File: src/rtl/controle_tentativas_pkg.sv
// Shared definitions for the round controller: FSM state encoding and
// default parameters used by the top level and the button debouncers.
package controle_tentativas_pkg;

  typedef enum logic [1:0] {
    IDLE = 2'd0,
    LOAD = 2'd1,
    PLAY = 2'd2,
    OVER = 2'd3
  } estado_t;

  localparam int WIDTH_DEF      = 4;
  localparam int DEB_CYCLES_DEF = 4;

  // Bits needed to hold a debounce count in 0..n.
  function automatic int deb_cnt_width(input int n);
    return $clog2(n + 1);
  endfunction

endpackage

File: src/rtl/controle_tentativas_if.sv
// Signal bundle between the round controller and its environment
// (raw buttons, attempts counter value, and the controller's strobes).
interface controle_tentativas_if #(
  parameter int WIDTH = 4
);

  logic             start;
  logic             miss;
  logic [WIDTH-1:0] count;
  logic             load;
  logic             decrement;
  logic             playing;
  logic             game_over;

  modport master (
    output start, miss, count,
    input  load, decrement, playing, game_over
  );

  modport slave (
    input  start, miss, count,
    output load, decrement, playing, game_over
  );

endinterface

File: src/rtl/controle_tentativas_debounce_botao.sv
// One raw push-button: two-flop synchroniser, debounce counter and a
// single-cycle registered pulse on each accepted press (0->1 only).
module debounce_botao
  import controle_tentativas_pkg::*;
#(
  parameter int DEB_CYCLES = DEB_CYCLES_DEF
) (
  input  logic clk,
  input  logic rst,
  input  logic btn_i,
  output logic pulse_o
);

  localparam int CW = deb_cnt_width(DEB_CYCLES);

  logic          sync1_q;
  logic          sync2_q;
  logic          stable_q;
  logic          stable_d;
  logic [CW-1:0] cnt_q;
  logic [CW-1:0] cnt_d;
  logic          pulse_q;
  logic          pulse_d;

  // The level flips on the cycle the count would reach DEB_CYCLES.
  always_comb begin
    stable_d = stable_q;
    cnt_d    = '0;
    pulse_d  = 1'b0;
    if (sync2_q != stable_q) begin
      if (cnt_q == CW'(DEB_CYCLES - 1)) begin
        stable_d = ~stable_q;
        pulse_d  = ~stable_q;
      end else begin
        cnt_d = cnt_q + 1'b1;
      end
    end
  end

  always_ff @(posedge clk or negedge rst) begin
    if (!rst) begin
      sync1_q  <= 1'b0;
      sync2_q  <= 1'b0;
      stable_q <= 1'b0;
      cnt_q    <= '0;
      pulse_q  <= 1'b0;
    end else begin
      sync1_q  <= btn_i;
      sync2_q  <= sync1_q;
      stable_q <= stable_d;
      cnt_q    <= cnt_d;
      pulse_q  <= pulse_d;
    end
  end

  assign pulse_o = pulse_q;

endmodule

File: src/rtl/controle_tentativas.sv
// Round controller: turns debounced start/miss presses into clean load and
// decrement strobes for the attempts counter and tracks play / game-over.
module controle_tentativas
  import controle_tentativas_pkg::*;
#(
  parameter int WIDTH      = WIDTH_DEF,
  parameter int DEB_CYCLES = DEB_CYCLES_DEF
) (
  input  logic                 clk,
  input  logic                 rst,
  controle_tentativas_if.slave bus
);

  localparam int NBTN      = 2;
  localparam int BTN_START = 0;
  localparam int BTN_MISS  = 1;

  logic [NBTN-1:0] btn_raw;
  logic [NBTN-1:0] btn_press;

  assign btn_raw = {bus.miss, bus.start};

  genvar gi;
  generate
    for (gi = 0; gi < NBTN; gi++) begin : g_btn
      debounce_botao #(
        .DEB_CYCLES(DEB_CYCLES)
      ) u_deb (
        .clk    (clk),
        .rst    (rst),
        .btn_i  (btn_raw[gi]),
        .pulse_o(btn_press[gi])
      );
    end
  endgenerate

  logic    start_press;
  logic    miss_press;
  logic    count_zero;
  logic    count_one;

  assign start_press = btn_press[BTN_START];
  assign miss_press  = btn_press[BTN_MISS];
  assign count_zero  = (bus.count == '0);
  assign count_one   = (bus.count == WIDTH'(1));

  estado_t state_q;
  estado_t state_d;
  logic    dec_d;
  logic    load_q;
  logic    dec_q;
  logic    playing_q;
  logic    over_q;

  // Restart wins over a simultaneous miss; a miss never spends an attempt
  // that the counter reports it does not have.
  always_comb begin
    state_d = state_q;
    dec_d   = 1'b0;
    unique case (state_q)
      IDLE: begin
        if (start_press) state_d = LOAD;
      end
      LOAD: begin
        state_d = PLAY;
      end
      PLAY: begin
        if (start_press) begin
          state_d = LOAD;
        end else if (miss_press && !count_zero) begin
          dec_d = 1'b1;
          if (count_one) state_d = OVER;
        end else if (count_zero) begin
          state_d = OVER;
        end
      end
      OVER: begin
        if (start_press) state_d = LOAD;
      end
      default: begin
        state_d = IDLE;
      end
    endcase
  end

  // Outputs are registered alongside the state so they track it exactly.
  always_ff @(posedge clk or negedge rst) begin
    if (!rst) begin
      state_q   <= IDLE;
      load_q    <= 1'b0;
      dec_q     <= 1'b0;
      playing_q <= 1'b0;
      over_q    <= 1'b0;
    end else begin
      state_q   <= state_d;
      load_q    <= (state_d == LOAD);
      dec_q     <= dec_d;
      playing_q <= (state_d == PLAY);
      over_q    <= (state_d == OVER);
    end
  end

  assign bus.load      = load_q;
  assign bus.decrement = dec_q;
  assign bus.playing   = playing_q;
  assign bus.game_over = over_q;

endmodule

File: src/flat_wrapper.sv
// flat-port wrapper written by rule: the top's interface ports become plain ports
module controle_tentativas_flat import controle_tentativas_pkg::*;
#(
  parameter int WIDTH      = WIDTH_DEF,
  parameter int DEB_CYCLES = DEB_CYCLES_DEF
)
  (clk, rst, bus_start, bus_miss, bus_count, bus_load, bus_decrement, bus_playing, bus_game_over);
  controle_tentativas_if #(.WIDTH(WIDTH)) bus_i ();
  input  logic clk;
  input  logic rst;
  input wire logic [$bits(bus_i.start)-1:0] bus_start;
  input wire logic [$bits(bus_i.miss)-1:0] bus_miss;
  input wire logic [$bits(bus_i.count)-1:0] bus_count;
  output wire logic [$bits(bus_i.load)-1:0] bus_load;
  output wire logic [$bits(bus_i.decrement)-1:0] bus_decrement;
  output wire logic [$bits(bus_i.playing)-1:0] bus_playing;
  output wire logic [$bits(bus_i.game_over)-1:0] bus_game_over;
  assign bus_i.start = bus_start;
  assign bus_i.miss = bus_miss;
  assign bus_i.count = bus_count;
  assign bus_load = bus_i.load;
  assign bus_decrement = bus_i.decrement;
  assign bus_playing = bus_i.playing;
  assign bus_game_over = bus_i.game_over;
  controle_tentativas #(.WIDTH(WIDTH), .DEB_CYCLES(DEB_CYCLES)) u_core (.clk(clk), .rst(rst), .bus(bus_i));
endmodule
File: config.mk
export PLATFORM = sky130hd
export DESIGN_NAME = controle_tentativas_flat
export DESIGN_NICKNAME = d
export VERILOG_FILES = /design/src/rtl/controle_tentativas_pkg.sv /design/src/rtl/controle_tentativas_if.sv /design/src/rtl/controle_tentativas_debounce_botao.sv /design/src/rtl/controle_tentativas.sv /design/src/flat_wrapper.sv
export SDC_FILE = /design/constraint.sdc
export NUM_CORES = 1
export LEC_CHECK = 0
export BUFFER_PORTS_ARGS = -buffer_cell sky130_fd_sc_hd__buf_4
export CAP_MARGIN = 20
export CORE_UTILIZATION = 43
export CTS_BUF_LIST = sky130_fd_sc_hd__clkbuf_16
export CTS_CLUSTER_SIZE = 25
export DETAILED_ROUTE_END_ITERATION = 10
export PLACE_DENSITY_LB_ADDON = 0.1
export SYNTH_ARGS = -nofsm -noshare
export SYNTH_HDL_FRONTEND = slang
export SYNTH_SLANG_ARGS = --single-unit
File: constraint.sdc
create_clock -name clk -period 1.6 [get_ports clk]
set_clock_uncertainty 0.1 [all_clocks]
set_input_delay 0.24 -clock clk [delete_from_list [all_inputs] [get_ports clk]]
set_output_delay 0.24 -clock clk [all_outputs]
set_load 0.01 [all_outputs]
# --- Yosys cells after proc, flatten, opt, wreduce, memory -nomap -nowiden ---
# Index checks and enable logic that the tools add are counted.
classes:
  muxes: 17
  eq_ne: 11
  bitwise_logic: 2
  n_addsub: 2
  n_reduce_logical: 7
ops:
  columns: ["op", "count"]
  rows:
  - ["2-to-1 mux 3 bit", 4]
  - ["2-to-1 mux 2 bit", 5]
  - ["== test 2 bit, second input constant", 4]
  - ["2-to-1 mux 1 bit", 7]
  - ["adder 3 x 1 -> 3 bit, second input constant", 2]
  - ["== test 3 x 2 -> 1 bit, second input constant", 2]
  - ["case mux 2 bit (3 select lines)", 1]
  - ["== test 2 x 1 -> 1 bit, second input constant", 2]
  - ["== test 4 x 1 -> 1 bit, second input constant", 1]
  - ["zero test 4 bit", 1]
  - ["AND reduction 2 bit", 2]
  - ["zero test 2 bit", 1]
  - ["!= test 1 bit", 2]
  - ["inverter 1 bit", 2]
  - ["OR reduction 2 bit", 1]
  - ["logical AND 1 bit", 1]
  - ["zero test 1 bit", 1]
totals:
  inputBits: 8
  reg_bits: 20
  word_cells: 54

# --- Logic depth before layout (Yosys ltp) ---
logic_depth:
  word_depth: 7
  depth_mapped: 5

# --- By module ---
# Synthesis repeated with hierarchy kept, for this count alone.
unflattened:
  cells_unflattened: 59
  hier_area_um2: 824.5
by_module_without_submodules:
  columns: ["mod", "instances", "area_per_inst_um2", "cells_per_inst"]
  rows:
  - ["debounce_botao", 2, 256.5, 15]
  - ["controle_tentativas", 1, 311.5, 29]

# --- Least setup slack after synthesis ---
# OpenSTA, ideal clock, no wires.
synth_path:
  path_kind: "reg2reg"
  start: "register u_core.state_q[0]"
  end: "register u_core.state_q[1]"
  n_path_buf: 0
  stages_incl_launch_ff: 6
  arrival_time_ns: 1.163
  period_less_slack_ns: 1.389
  required_ns: 1.375
  setup_slack_ns: 0.211
  cell_sequence: "dfrtp_1 -> inv_1 -> ha_1 -> o21a_2 -> a31oi_1 -> o21bai_1"
synth_between:
  elab_chain_len: 3
synth_rtl:
  columns: ["element", "line_no", "rtl"]
  rows:
  - ["from (decl)", "controle_tentativas.sv:47", "estado_t state_q;"]
  - ["from (signal assigned)", "controle_tentativas.sv:95", "state_q <= state_d;"]
  - ["== test 2 bit or zero test 2 bit (tied branches)", "controle_tentativas.sv:60", "unique case (state_q)"]
  - ["OR reduction 2 bit (no source line)", null, null]
  - ["case mux 2 bit (3 select lines) (*)", "controle_tentativas.sv:60", null]
  - ["named net u_core.state_d[1]", "controle_tentativas.sv:48", "estado_t state_d;"]
# The timed path passes the listed nets; every way through them passes the cells marked *.
# A chain may end at the register's enable or synchronous reset.

# --- Final worst setup path ---
# Ends and elaborated chain as after synthesis.

==> out/metrics.cfg <==
[status]
outcome = complete, no violations

[setup_path]
cp_cell_sequence = inv_1, ha_1, o21a_2, a31oi_1, o21bai_1
cp_max_fo = 5
cp-end-kind = register
critical-path-max-stage-delay_ns = 0.41
arrival_ns = 1.50
criticalPathCategory = reg2reg
required_ns = 1.62
crit_family = compound AO/OA/AOI/OAI gates
startpoint_type = register
cpMaxStageDelayCell = dfrtp_1
crit_buf_inv = 1

[timing]
timing_max_transition_violations_final = 0
fmax_mhz = 679
tns_ns = 0
hold_violations = 0
maxSlewHeadroom_pct = 81.3
timing.final.ws_setup_ns = 0.128
period_minus_slack_ns = 1.47
tightest_slew_ns = 0.278
min_period_over_period_pct = 92.0
rsz0062_at_grt = no
finalSetupViolCount = 0

[logic_synthesis]
seq_area_frac_synth_pct = 62.3
synth_area_sq_um = 803
synth.distinct_cells = 23
synth-seq-cells = 20
synth.area.top_cells = dfrtp_1 62%, ha_1 6.2%, nor3b_1 3.7%
synthCells = 59
syn_area_per_cell_sq_um = 13.6
yosysTopAreaCell = dfrtp_1
syn-num-nets = 71
netlist.area_leader.share_pct = 62.3
ys_warn_count = 0

[pwr]
powerDensity_nw_per_um2 = 1540
power.leakage_nw = 0.486
vdd_drop_max_mv = 0.917

[floorplan]
rows = 15
die_w_um = 45.2
start_util_pct = 46.0
die_h_um = 45.2
die-area_sq_um = 2040
core_sq_um = 1750
pin_count = 12

[cells_and_area]
multi_input_area_sq_um = 295
synthToLayoutAreaGrowth_pct = 27.7
regArea_sq_um = 500
drive_gt1_share_pct = 26.0
final_cells = 102
nets = 90
fillCellCount = 143
antenna_cells = 0

[global_route]
grt_max_degree = 21
grt_pass1_vias = 457
grt_pass1_wl_mm = 1.92
grt-ovfl-total = 0
grt.total_usage_pct = 13.4
antenna_found_initial = 0

[routing]
vias = 500
drtIter0Drc = 4
postRouteAntennaNets = 0
viasPerCell = 4.90
route.detailed.drc = 0
wire_per_inst_um = 11.2
drt-total-wl_mm = 1.14
first_pass_iters = 4

[clock_network]
cts_resized = 0
cts_num_sinks = 20
htreeDepth = 1
cts_hold_buffers = 3
cts_tree = built
cts.path.max_buffers = 2
postCtsSetupRepairBufs = 0
insertion_delay_ns = 0.24
numCtsBuffers = 3
clk_pin_slew_ns = 0.05
cts_root_buf = clkbuf_16

[placed_design]
port_buffers = 11
dp_worst_setup_slack_ns = 0.132
gp_congestion = 0.745
dpl.hpwl_um = 825
placed_cells = 95

[flow_run]
drv_cap = 0

[hold_path]
hold_class = in2reg

-- sequential cells by signal, summed over array words and instances, names as in the netlist --
register                     flops
u_core.bus.playing               1
u_core.bus.load                  1
u_core.bus.game_over             1
u_core.g_btn.u_deb.sync2_q       2
u_core.g_btn.u_deb.pulse_o       2
u_core.g_btn.u_deb.cnt_q         6
u_core.g_btn.u_deb.stable_q      2
u_core.state_q                   2
u_core.g_btn.u_deb.sync1_q       2
u_core.bus.decrement             1
-- cells in the final DEF (no fill, tap or decap) --
cell            n
nor3b_1         4
mux2_2          2
a31o_1          1
nor4_1          2
o21bai_1        1
nor3_4          1
a31oi_1         1
buf_4          11
a21oi_1         1
xnor2_1         2
nand2_1         2
ha_1            4
clkbuf_16       3
a211oi_2        1
o22ai_1         1
and2b_1         2
and3b_1         2
a22o_1          1
nor3_1          3
dlygate4sd3_1   3
nand3_2         1
clkinv_1        1
dfrtp_1        20
nand2b_1        1
o21a_2          1
nor2_1          3
inv_1           2
-- through the flow --
step                      area [sq um]  util, %  hold slack (ns)  total power, mW
after global routing              1030     58.8            0.250             1.69
final                             1030     58.8            0.238             1.58
after floorplan                    803        -           -0.156            0.976
after detailed placement           917     52.5           0.0335             1.10
after global placement             917     52.5           0.0312             1.08
after CTS                         1030     58.8            0.237             1.61
-- cell type report --
cell class / instances / area share, %
Tap cell: 25 / 3.05
Multi-Input combinational cell: 37 / 28.8
Sequential cell: 20 / 48.8
Clock inverter: 1 / 0.366
Inverter: 2 / 0.732
Clock buffer: 3 / 7.32
Timing Repair Buffer: 14 / 11.0
-- tightest hold or removal path, delay by kind of cell --
kind                   cells  cell delay [ns]
AO/OA/AOI/OAI              1             0.07
buffers and inverters      1             0.10
AND/OR/NAND/NOR            2             0.14
-- synth_stat cells (all sizes together) --
library cell / instances
a211oi: 1
nand3: 1
dfrtp: 20
nor3: 4
inv: 2
a31o: 1
a21oi: 1
xnor2: 2
o22ai: 1
a31oi: 1
and3b: 2
a22o: 1
nor3b: 4
mux2: 2
o21bai: 1
nor2: 3
ha: 4
o21a: 1
and2b: 2
nand2: 2
nand2b: 1
nor4: 2
-- final timing paths --
| kind | slack [ns] | cells after the start | startpoint | to |
|---|---|---|---|---|
| max | 0.13 | 5 | u_core.state_q[0]$_DFF_PN0_ | u_core.state_q[1]$_DFF_PN0_ |
| min | 0.24 | 4 | bus_count[2] | u_core.bus.game_over$_DFF_PN0_ |
| max reg2reg | 0.13 | 5 | u_core.state_q[0]$_DFF_PN0_ | u_core.state_q[1]$_DFF_PN0_ |
| min reg2reg | 0.25 | 0 | u_core.g_btn[1].u_deb.sync1_q$_DFF_PN0_ | u_core.g_btn[1].u_deb.sync2_q$_DFF_PN0_ |
| max in group asynchronous | 0.88 | 2 | rst | u_core.g_btn[1].u_deb.cnt_q[2]$_DFF_PN0_ |
| min in group asynchronous | 0.32 | 2 | rst | u_core.bus.decrement$_DFF_PN0_ |
-- cells by family after synthesis --
| logic type | Yosys count | share of synthesized area (%) |
|---|---|---|
| adder cells (fa/ha/maj) | 4 | 6.23 |
| buffers and inverters | 2 | 0.935 |
| flip-flops | 20 | 62.3 |
| XOR/XNOR | 2 | 2.18 |
| AND/OR/NAND/NOR | 21 | 17.6 |
| multiplexers | 2 | 2.80 |
| AO/OA/AOI/OAI | 8 | 7.95 |
-- metal layers --
metal	wire, um	vias to the layer above	global-route usage, %	share of wire [%]
met3	33	2	3.60	2.9
met5	0	-	0	0
li1	-	246	-	-
met2	592	7	22.9	52
met1	506	245	15.8	44
met4	10	0	5.45	0.87
-- report_power, final --
part           internal, mW  switching, mW  total, mW
Clock                 0.332          0.163      0.495
Sequential            0.618         0.0679      0.685
Combinational         0.212          0.192      0.404
Power figures use the tool's default switching activity.
